===== config.mk =====
export PLATFORM = sky130hd
export DESIGN_NAME = nes_clk_reset_gen
export DESIGN_NICKNAME = d
export VERILOG_FILES = /design/src/rtl/nes_clk_reset_gen.sv
export SDC_FILE = /design/constraint.sdc
export NUM_CORES = 1
export LEC_CHECK = 0
export CAP_MARGIN = 25
export CORE_ASPECT_RATIO = 1.4
export CORE_UTILIZATION = 43
export DETAILED_ROUTE_END_ITERATION = 12
export REMOVE_ABC_BUFFERS = 1
export SLEW_MARGIN = 20
export SYNTH_ARGS = -nofsm -noshare
export SYNTH_HDL_FRONTEND = slang
export SYNTH_SLANG_ARGS = --single-unit
export TNS_END_PERCENT = 50

===== constraint.sdc =====
create_clock -name clk -period 1.5 [get_ports clk]
set_clock_uncertainty 0.1 [all_clocks]
set_input_delay 0.3 -clock clk [delete_from_list [all_inputs] [get_ports clk]]
set_output_delay 0.3 -clock clk [all_outputs]
set_load 0.01 [all_outputs]

===== src/rtl/nes_clk_reset_gen.sv =====
// Purpose : NES core clock-enable and reset generator. It releases the core reset once PLL lock has been stable long enough.
// Latency : 2-flop lock synchroniser, then LOCK_STABLE_CYCLES of qualification. The first cpu_ce/ppu_ce pulse comes 1 cycle after sys_resetn rises.
// Backpres: none in the default build; with NES_CLK_PAUSE_EN, pause freezes the CE cadence at the CPU-cycle boundary.
//
// Ports:
//   clk        - sole clock (divided PLL output)
//   resetn     - asynchronous active-low reset
//   pll_lock   - PLL lock, asynchronous to clk
//   pause      - freeze request (only when NES_CLK_PAUSE_EN is defined)
//   pause_ack  - core frozen (only when NES_CLK_PAUSE_EN is defined)
//   sys_resetn - registered active-low core reset, high only in S_RUN
//   cpu_ce     - one-cycle CPU clock enable, every CPU_DIV cycles
//   ppu_ce     - one-cycle PPU clock enable, every PPU_DIV cycles
// Optional feature macro: NES_CLK_PAUSE_EN (pause/pause_ack handshake).
module nes_clk_reset_gen #(
  parameter int LOCK_STABLE_CYCLES = 1024,
  parameter int CPU_DIV            = 12,
  parameter int PPU_DIV            = 4
) (
  input  logic clk,
  input  logic resetn,
  input  logic pll_lock,
`ifdef NES_CLK_PAUSE_EN
  input  logic pause,
  output logic pause_ack,
`endif
  output logic sys_resetn,
  output logic cpu_ce,
  output logic ppu_ce
);

  localparam int SW = (LOCK_STABLE_CYCLES > 1) ? $clog2(LOCK_STABLE_CYCLES) : 1;
  localparam int PW = (CPU_DIV > 1) ? $clog2(CPU_DIV) : 1;
  localparam logic [SW-1:0] ST_LAST = SW'(LOCK_STABLE_CYCLES - 1);
  localparam logic [PW-1:0] PH_LAST = PW'(CPU_DIV - 1);

  typedef enum logic [1:0] {
    S_WAIT_LOCK = 2'd0,
    S_STABLE    = 2'd1,
    S_RUN       = 2'd2
  } state_t;

  state_t        state, state_next;
  logic          lock_meta, lock_s;
  logic [SW-1:0] stable_cnt, stable_next;
  logic [PW-1:0] phase, phase_next;
  logic          run_now;
  logic          ppu_hit;
`ifdef NES_CLK_PAUSE_EN
  logic          freeze;
`endif

  // Two-flop synchroniser for the asynchronous PLL lock.
  always_ff @(posedge clk or negedge resetn) begin
    if (!resetn) begin
      lock_meta <= 1'b0;
      lock_s    <= 1'b0;
    end else begin
      lock_meta <= pll_lock;
      lock_s    <= lock_meta;
    end
  end

  always_ff @(posedge clk or negedge resetn) begin
    if (!resetn) begin
      state      <= S_WAIT_LOCK;
      stable_cnt <= '0;
      phase      <= '0;
    end else begin
      state      <= state_next;
      stable_cnt <= stable_next;
      phase      <= phase_next;
    end
  end

  always_comb begin
    state_next  = state;
    stable_next = stable_cnt;
    phase_next  = '0;
`ifdef NES_CLK_PAUSE_EN
    freeze      = 1'b0;
`endif
    // Losing lock in any state drops everything back to qualification.
    if (!lock_s) begin
      state_next  = S_WAIT_LOCK;
      stable_next = '0;
    end else begin
      case (state)
        S_WAIT_LOCK: begin
          state_next  = S_STABLE;
          stable_next = '0;
        end
        S_STABLE: begin
          // The counter saturates at its terminal value instead of wrapping.
          if (stable_cnt == ST_LAST) begin
            state_next = S_RUN;
          end else begin
            stable_next = stable_cnt + SW'(1);
          end
        end
        S_RUN: begin
          if (phase == PH_LAST) begin
`ifdef NES_CLK_PAUSE_EN
            // Park on the last phase so neither enable fires while frozen.
            if (pause) begin
              phase_next = phase;
              freeze     = 1'b1;
            end else begin
              phase_next = '0;
            end
`else
            phase_next = '0;
`endif
          end else begin
            phase_next = phase + PW'(1);
          end
        end
        default: begin
          state_next  = S_WAIT_LOCK;
          stable_next = '0;
        end
      endcase
    end
  end

  // Enables only fire when we stay in S_RUN. This keeps them low on the cycle sys_resetn falls.
  assign run_now = (state == S_RUN) && (state_next == S_RUN);
  assign ppu_hit = ((int'(phase) % PPU_DIV) == 0);

  always_ff @(posedge clk or negedge resetn) begin
    if (!resetn) begin
      sys_resetn <= 1'b0;
      cpu_ce     <= 1'b0;
      ppu_ce     <= 1'b0;
    end else begin
      sys_resetn <= (state_next == S_RUN);
      cpu_ce     <= run_now && (phase == '0);
      ppu_ce     <= run_now && ppu_hit;
    end
  end

`ifdef NES_CLK_PAUSE_EN
  always_ff @(posedge clk or negedge resetn) begin
    if (!resetn) begin
      pause_ack <= 1'b0;
    end else begin
      pause_ack <= freeze;
    end
  end
`endif

endmodule


==> summary.md, run 1 <==
| Metric | Value |
|---|---|
| Final RePlAce weighted congestion | 0.915 |
| Reported leakage power | 0.643 nW |
| Post-Layout Cell Count | 150 |
| Antenna cell count | 0 |
| Critical path type | reg2reg |
| Met1 track demand over resource | 0.225 |
| Setup crit end kind | register |
| Post-route worst setup slack | -0.0631 ns |
| Pre-antenna DRT Iters | 4 |
| H-tree depth reported by CTS | 1 |
| Max-cap violations | 0 |
| Top Ports | 6 |
| Number of enable-type register cells in the synthesized netlist | 0 |
| Synthesis-to-layout area growth | 30.5% |
| Final Slew Violations | 0 |
| Detail-routed via count per cell | 5.97 |
| Hold Path Class | in2async |
| Chip Height | 59.7 um |
| Peak VDD IR | 0.612 mV |
| Violations in the final reports | negative setup slack |
| Final core utilization | 0.606 |
| Primary FF master, synth | dfrtp_1 |
| Vias in the first global route | 864 |
| First-pass GRT wire length | 3850 um |
| Leading cell types by count after synthesis | dfrtp_1, nand3_1, a31oi_1, nor2_1, inv_1 |
| Most instantiated library cell after synthesis | dfrtp_1 |
| Number of rows in the core area | 20 |
| Die extent in x | 43.2 um |
| Count of synthesis-stage warnings from yosys | 0 |
| Via count of the routed design | 895 |
| Final total negative setup slack | -0.273 ns |
| Residual DRC | 0 |
| Count of unique library cells instantiated by Yosys | 32 |
| Most area-hungry cell type in the Yosys netlist | dfrtp_1 |
| Leftover overflow at the end of global routing | 0 |
| Met3 Use GR | 0.0181 |
| Crit path launch type | register |
| Layout cells sized above 1 | 0.320 |
| Cell Area, Synth | 1020 um2 |
| Overall global routing resource usage | 0.204 |
| Share of the synthesized area in the top cell type | 0.514 |
| Unrepaired setup endpoints after global routing | yes |
| TritonCTS clock tree | yes |
| Part of the Yosys area used for sequential elements | 0.514 |
| Initial cell density of the core | 0.464 |
| Filler cell count in the final layout | 205 |
| Clock sinks | 21 |
| Fin. Hold Viols | 0 |
| Final Critical Period | 1.56 ns |
| Port buffer count | 5 |
| Clock transition at path regs | 0.12 ns |
| Max Buffers Root-to-Sink | 2 |
| Leading cell types by total area after synthesis | dfrtp_1, a31oi_1, nand3_1, ha_1, nor2_1 |
| GR peak layer | met2 |
| Placed Cells incl. Taps | 143 |
| Async set-reset flop share out of synthesis | 1.00 |
| Routed wire length | 2330 um |
| Placeable core region | 2200 um2 |
| Routed wire length per instance | 15.5 um |
| Number of nets with antenna violations after detailed routing | 0 |
| Cts-stage hold buffer count | 0 |
| Clock latency at the later pin of the worst-skew pair | 0.31 ns |
| Setup-failing EPs final | 8 |
| Cts bufs inserted | 3 |
| Post-Synthesis Cells | 98 |
| Worst Path Required | 1.65 ns |
| Final critical-path share of the clock period | 1.04 |
| Critical path data arrival time | 1.71 ns |
| Status | finished, violations left |
| Avg Synthesized Cell Area | 10.4 um2 |
| Largest net degree at the start of global routing | 22 |
| Number of nets in the finished design | 135 |
| Met2 capacity usage during global routing | 0.399 |
| Least-Margin Pin Slew | 0.275 ns |
| Crit Path Max Fanout | 4 |
| Overall power | 0.930 mW |
| Cell chosen for the clock root | clkbuf_4 |
| Initial antenna violation count | 0 |
| Detailed Place HPWL | 1700 um |
| Yosys reg bits | 21 |
| Full die area | 2580 um2 |
| Worst rel slew slack | 0.816 |
| Setup slack of the worst register-to-register path | -0.06 ns |
| Power density cells | 697 nW/um2 |
| Number of DRC markers in iteration 0 | 39 |
| Maximum clock frequency | 640 MHz |
## layout make-up
cell class / count / area (um2) / share of cell area
flip-flops and latches: 21 / 526 / 0.394
multi-input cells: 68 / 500 / 0.375
repair buffers: 29 / 230 / 0.173
well taps: 22 / 27.5 / 0.0206
clock buffers: 3 / 22.5 / 0.0169
inverters: 6 / 22.5 / 0.0169
clock inverters: 1 / 5.00 / 0.00375
## worst max-delay path, cell delays in order (launching register included)
cell and delay, ns:
dfrtp_1 0.38, ha_2 0.19, nand4_1 0.17, nor4_4 0.29, nor2_2 0.10, buf_6 0.13
a31oi_1 0.14
## layout by cell type (no fill, tap or decap), drive strengths merged
master / count
o2bb2ai: 1
nand3: 9
and3: 5
nor4: 1
ha: 3
nor3b: 1
nand4: 3
o21ai: 4
clkbuf: 3
a21oi: 2
xnor2: 2
a32o: 1
and2: 2
o21ba: 1
a211o: 1
nand2b: 1
buf: 24
nand3b: 2
dfrtp: 21
and4: 1
o41ai: 1
inv: 6
clkinv: 1
nor2: 7
clkdlybuf4s50: 2
o31ai: 2
dlygate4sd2: 3
nor3: 2
o211ai: 1
mux2i: 1
or4: 1
a31oi: 7
a311oi: 1
nand2: 5
## report_power, final
part / internal, mW / total (mW) / switching (mW)
clock: 0.0997 / 0.276 / 0.177
sequential: 0.576 / 0.585 / 0.00876
combinational: 0.0309 / 0.0689 / 0.0380
total: 0.706 / 0.930 / 0.224
## sequential cells by signal, indices dropped and copies added, names as in the netlist
register / flops
cpu_ce: 1
phase: 4
state: 2
sys_resetn: 1
ppu_ce: 1
stable_cnt: 10
lock_meta: 1
lock_s: 1
## kinds of logic after synthesis
| family | after synthesis | synth area share |
|---|---|---|
| AO/OA/AOI/OAI | 22 | 0.148 |
| XOR/XNOR | 2 | 0.0171 |
| adder cells (fa/ha/maj) | 3 | 0.0367 |
| buffers and inverters | 9 | 0.0330 |
| flip-flops | 21 | 0.514 |
| multiplexers | 1 | 0.00979 |
| AND/OR/NAND/NOR | 40 | 0.241 |
## layer usage
layer / routed length [um] / vias to the layer above / share of wire
met4: 20 / 0 / 0.0086
li1: - / 422 / -
met5: 0 / - / 0
met1: 894 / 455 / 0.38
met3: 55 / 2 / 0.024
met2: 1360 / 16 / 0.58
## through the flow
| step | hold WS [ns] | instance area [um2] | setup WS, ns |
|---|---|---|---|
| global route | 0.232 | 1330 | -0.145 |
| floorplan | -0.0956 | 1010 | -0.181 |
| global placement | 0.234 | 1250 | -0.101 |
| finish | 0.216 | 1330 | -0.0631 |
| CTS | 0.223 | 1310 | -0.0337 |
| detailed placement | 0.237 | 1250 | -0.0884 |
## timing repair
item	CTS	global route
gates resized for setup	11	6
cloned	0	0
buffers inserted	3	0
pin swaps	4	3
endpoints found under the setup margin	11	11
## path summary, 6_finish.rpt
| path | start | end | cells past startpoint |
|---|---|---|---|
| min | resetn | phase[2] | 2 |
| min in group clk | lock_meta | lock_s | 0 |
| max in group asynchronous | resetn | stable_cnt[1] | 2 |
| max reg2reg | stable_cnt[1] | stable_cnt[9] | 6 |
| min reg2reg | lock_meta | lock_s | 0 |
| max | stable_cnt[1] | stable_cnt[9] | 6 |
Note: power is estimated with default switching activity, not from simulation.
==> run 2: changes to the inputs <==
RECOVER_POWER = 50   (was default)
==> run 2 against run 1 <==
- sequential share of layout area is 0.074 points higher
- total power shrank 0.21%
- the flow still finishes with violations (negative setup slack)
- maximum frequency did not move
- flip-flop and latch count is the same
- sequential power about the same
- cell count did not move
- combinational power is 3% lower
- critical path type unchanged
==> summary.md, run 2 (synthesis gave the netlist of run 1 again) <==
| Metric | Value |
|---|---|
| Largest net degree at the start of global routing | 22 |
| Number of rows in the core area | 20 |
| Number of DRC markers in iteration 0 | 39 |
| Setup-failing EPs final | 8 |
| Routed wire length | 2330 um |
| Routed wire length per instance | 15.5 um |
| Initial cell density of the core | 0.464 |
| Commonest non-fill, non-tap cells in the layout | buf_4, dfrtp_1, nand3_1 |
| Flip-flop count of the largest register after layout | 10 |
| Cell chosen for the clock root | clkbuf_4 |
| Detailed Place HPWL | 1700 um |
| Clock latency at the later pin of the worst-skew pair | 0.31 ns |
| Worst rel slew slack | 0.657 |
| Layout cells sized above 1 | 0.320 |
| Peak VDD IR | 0.612 mV |
| Final Slew Violations | 0 |
| Crit Path Max Fanout | 4 |
| Reported leakage power | 0.643 nW |
| Power density cells | 697 nW/um2 |
| Clock sinks | 21 |
| Top register by number of flip-flops | stable_cnt |
| Detail-routed via count per cell | 5.97 |
| Full die area | 2580 um2 |
| Hold Path Class | reg2reg |
| Max Buffers Root-to-Sink | 2 |
| Final total negative setup slack | -0.273 ns |
| Antenna cell count | 0 |
| Multi-input logic area | 500 um2 |
| Setup crit end kind | register |
| Final RePlAce weighted congestion | 0.915 |
| Final critical-path share of the clock period | 1.04 |
| Die extent in x | 43.2 um |
| Final Critical Period | 1.56 ns |
| Maximum clock frequency | 640 MHz |
| Via count of the routed design | 895 |
| Leading cell type in the layout, fill and taps excluded | buf_4 |
| Chip Height | 59.7 um |
| Clock transition at path regs | 0.12 ns |
| Max-cap violations | 0 |
| Initial antenna violation count | 0 |
| Unrepaired setup endpoints after global routing | yes |
| Placeable core region | 2200 um2 |
| Largest registers ranked by flip-flop count | stable_cnt: 10 flops, phase: 4 flops, state: 2 flops |
| Number of nets in the finished design | 135 |
| Residual DRC | 0 |
| Critical path data arrival time | 1.71 ns |
| Area taken by flip-flops and latches | 526 um2 |
| Least-Margin Pin Slew | 0.514 ns |
| Violations in the final reports | negative setup slack |
| Vias in the first global route | 864 |
| Leftover overflow at the end of global routing | 0 |
| Top Ports | 6 |
| Number of nets with antenna violations after detailed routing | 0 |
| Cts bufs inserted | 3 |
| Status | finished, violations left |
| TritonCTS clock tree | yes |
| Overall power | 0.928 mW |
| Synthesis-to-layout area growth | 30.2% |
| Overall global routing resource usage | 0.204 |
| Post-route worst setup slack | -0.0631 ns |
| Critical path type | reg2reg |
| Filler cell count in the final layout | 206 |
| Fin. Hold Viols | 0 |
| Worst Path Required | 1.65 ns |
| Pre-antenna DRT Iters | 4 |
| H-tree depth reported by CTS | 1 |
| Port buffer count | 5 |
| First-pass GRT wire length | 3850 um |
| Crit path launch type | register |
==> run 2: cell count changes in the layout (fill, tap and decap cells not counted) <==
cell             before  now
buf_4                23   22
dlygate4sd3_1         0    2
clkdlybuf4s50_1       2    0
clkbuf_2              0    1
==> run 2: timing repair <==
item | in CTS | in global routing
hold buffers | 0 | 0
gates resized for setup | 11 | 6
setup buffers | 3 | 0
setup endpoints to repair | 11 | 11
pin swaps | 4 | 3
endpoints found under the hold margin | 0 | 0
==> run 2: path summary, 6_finish.rpt <==
check                      slack, ns             to          start  cells after the start
setup / recovery               -0.06  stable_cnt[9]  stable_cnt[1]                      6
hold / removal                  0.26         lock_s      lock_meta                      0
setup reg to reg               -0.06  stable_cnt[9]  stable_cnt[1]                      6
hold reg to reg                 0.26         lock_s      lock_meta                      0
max in group asynchronous       0.58  stable_cnt[1]         resetn                      2
min in group asynchronous       0.37       phase[2]         resetn                      2
==> run 2: per-layer routing <==
layer | vias to the layer above | global-route usage | wire [um]
met4 | 0 | 0.0649 | 20
met5 | - | 0 | 0
met1 | 455 | 0.225 | 893
li1 | 422 | - | -
met2 | 16 | 0.399 | 1360
met3 | 2 | 0.0181 | 54
==> run 2: per-stage QoR <==
stage               hold WS [ns]  area [um2]   util  setup WS, ns  instances
floorplan                -0.0956        1010      -        -0.181         95
global placement           0.234        1250  0.566        -0.101        143
detailed placement         0.237        1250  0.566       -0.0884        143
CTS                        0.223        1310  0.597       -0.0337        150
global route               0.270        1330  0.605        -0.145        150
finish                     0.263        1330  0.605       -0.0631        150
==> run 2: final cells by class <==
cell class              instances  share of cell area
flip-flops and latches         21               0.395
multi-input cells              68               0.376
repair buffers                 29               0.171
well taps                      22              0.0207
clock buffers                   3              0.0169
inverters                       6              0.0169
clock inverters                 1             0.00376
==> run 2: power breakdown <==
| part | switching (mW) | total, mW | internal, mW |
|---|---|---|---|
| Clock | 0.177 | 0.276 | 0.0997 |
| Sequential | 0.00876 | 0.585 | 0.576 |
| Combinational | 0.0379 | 0.0669 | 0.0290 |
| Total | 0.223 | 0.928 | 0.705 |
==> run 2: worst max-delay path, stage by stage (launching register included) <==
cell and delay (ns):
dfrtp_1 0.38, ha_2 0.19, nand4_1 0.17, nor4_4 0.29, nor2_2 0.10, buf_6 0.13, a31oi_1 0.14
==> run 3: changes to the inputs <==
REMOVE_ABC_BUFFERS = default   (was 1)
==> run 3 against run 2 <==
- cell count decreased by 2.0%
- first-iteration DRC count down 15%
- die area unchanged
- combinational power fell by 14%
- clock-buffer cell count increased by 1
- non-clock buffer count is 3 lower
- sequential share of layout area is 0.76 points higher
- wire length up 2.1%
- sequential power hardly changed
- global-route usage up 0.74 points
- the flow still finishes with violations (negative setup slack)
- critical path depth unchanged
- flip-flop and latch count did not move
==> summary.md, run 3 (synthesis gave the netlist of run 1 again) <==
| Metric | Value |
|---|---|
| Cts bufs inserted | 3 |
| Routed wire length | 2380 um |
| Cell chosen for the clock root | clkbuf_4 |
| Die extent in x | 43.2 um |
| Crit Path Max Fanout | 4 |
| GR peak layer | met2 |
| Power density cells | 703 nW/um2 |
| Reported leakage power | 0.628 nW |
| Flip-flop count of the largest register after layout | 10 |
| Port buffer count | 5 |
| Overall power | 0.918 mW |
| Residual DRC | 0 |
| Placed Cells incl. Taps | 140 |
| Vias in the first global route | 940 |
| Largest net degree at the start of global routing | 22 |
| Placeable core region | 2200 um2 |
| Top Ports | 6 |
| Number of rows in the core area | 20 |
| Final Critical Period | 1.63 ns |
| First-pass GRT wire length | 4080 um |
| Full die area | 2580 um2 |
| Max-cap violations | 0 |
| Top register by number of flip-flops | stable_cnt |
| Detailed Place HPWL | 1710 um |
| Max Buffers Root-to-Sink | 2 |
| Unrepaired setup endpoints after global routing | yes |
| Fin. Hold Viols | 0 |
| Worst slack at placement | -0.0377 ns |
| Met2 capacity usage during global routing | 0.386 |
| Status | finished, violations left |
| Hold Path Class | reg2reg |
| Final RePlAce weighted congestion | 0.855 |
| Clock latency at the later pin of the worst-skew pair | 0.30 ns |
| Routed wire length per instance | 16.2 um |
| Final critical-path share of the clock period | 1.09 |
| Peak VDD IR | 0.421 mV |
| Largest registers ranked by flip-flop count | stable_cnt: 10 flops, phase: 4 flops, state: 2 flops |
| Overall global routing resource usage | 0.211 |
| Initial cell density of the core | 0.464 |
| Post-route worst setup slack | -0.133 ns |
| Setup crit end kind | register |
| Clock transition at path regs | 0.11 ns |
| Post-Layout Cell Count | 147 |
| Chip Height | 59.7 um |
| Number of nets with antenna violations after detailed routing | 0 |
| Leftover overflow at the end of global routing | 0 |
| Initial antenna violation count | 0 |
| Synthesis-to-layout area growth | 27.8% |
| Crit path launch type | register |
| Met1 track demand over resource | 0.233 |
| Setup-failing EPs final | 10 |
| Critical path type | reg2reg |
| Detail-routed via count per cell | 5.90 |
| Number of nets in the finished design | 132 |
| Cts-stage hold buffer count | 0 |
| Violations in the final reports | negative setup slack |
| Leading cell type in the layout, fill and taps excluded | dfrtp_1 |
| Number of DRC markers in iteration 0 | 33 |
| Commonest non-fill, non-tap cells in the layout | dfrtp_1, buf_4, a31oi_1, nand3_1, nor2_1 |
| Final Slew Violations | 0 |
| Worst rel slew slack | 0.652 |
| Critical path data arrival time | 1.72 ns |
| Clock sinks | 21 |
| Worst Path Required | 1.59 ns |
| Via count of the routed design | 867 |
| Pre-antenna DRT Iters | 5 |
| Filler cell count in the final layout | 215 |
| H-tree depth reported by CTS | 1 |
| Maximum clock frequency | 613 MHz |
| Net count after synthesis | 104 |
| Met3 Use GR | 0.0332 |
| Final total negative setup slack | -0.507 ns |
| Antenna cell count | 0 |
| Layout cells sized above 1 | 0.288 |
| TritonCTS clock tree | yes |
| Least-Margin Pin Slew | 0.521 ns |
-- run 3: layout make-up --
type	count	area (um2)	share of cell area
Clock buffer	4	26.3	0.0201
Inverter	6	22.5	0.0172
Multi-Input combinational cell	68	499	0.382
Sequential cell	21	526	0.402
Tap cell	22	27.5	0.0211
Timing Repair Buffer	26	205	0.157
-- run 3: routing by layer --
metal	part of all wire	wire, um
met1	0.37	877
met5	0	0
met2	0.59	1410
met3	0.032	76
met4	0.0055	13
-- run 3: power breakdown --
group          leakage (nW)  switching (mW)  internal, mW
logic                 0.327          0.0336        0.0238
clock network        0.0150           0.169         0.104
registers             0.285          0.0117         0.576
-- run 3: timing repair --
action,in CTS,in global routing
endpoints found under the setup margin,12,11
setup buffers,1,2
pin swaps,3,0
gates resized for setup,7,4
-- run 3: metrics by stage --
stage	util	hold slack, ns	area (um2)
after global routing	0.593	0.294	1310
after global placement	0.560	0.238	1230
final	0.593	0.272	1310
after CTS	0.579	0.222	1270
after detailed placement	0.560	0.254	1230
after floorplan	-	-0.0956	1030
-- run 3: final timing paths --
check,cells past startpoint,from,end,slack [ns]
max reg2reg,6,stable_cnt[1],stable_cnt[8],-0.13
max,6,stable_cnt[1],stable_cnt[8],-0.13
max in group asynchronous,2,resetn,stable_cnt[3],0.58
min in group asynchronous,2,resetn,lock_s,0.38
min reg2reg,0,lock_meta,lock_s,0.27
min,0,lock_meta,lock_s,0.27
-- run 3: critical path, cell delays in order (launching register included) --
cell and delay (ns):
dfrtp_1 0.43, ha_2 0.21, nand4_1 0.17, nor4_4 0.06
buf_4 0.15, o31ai_2 0.26, o41ai_2 0.13
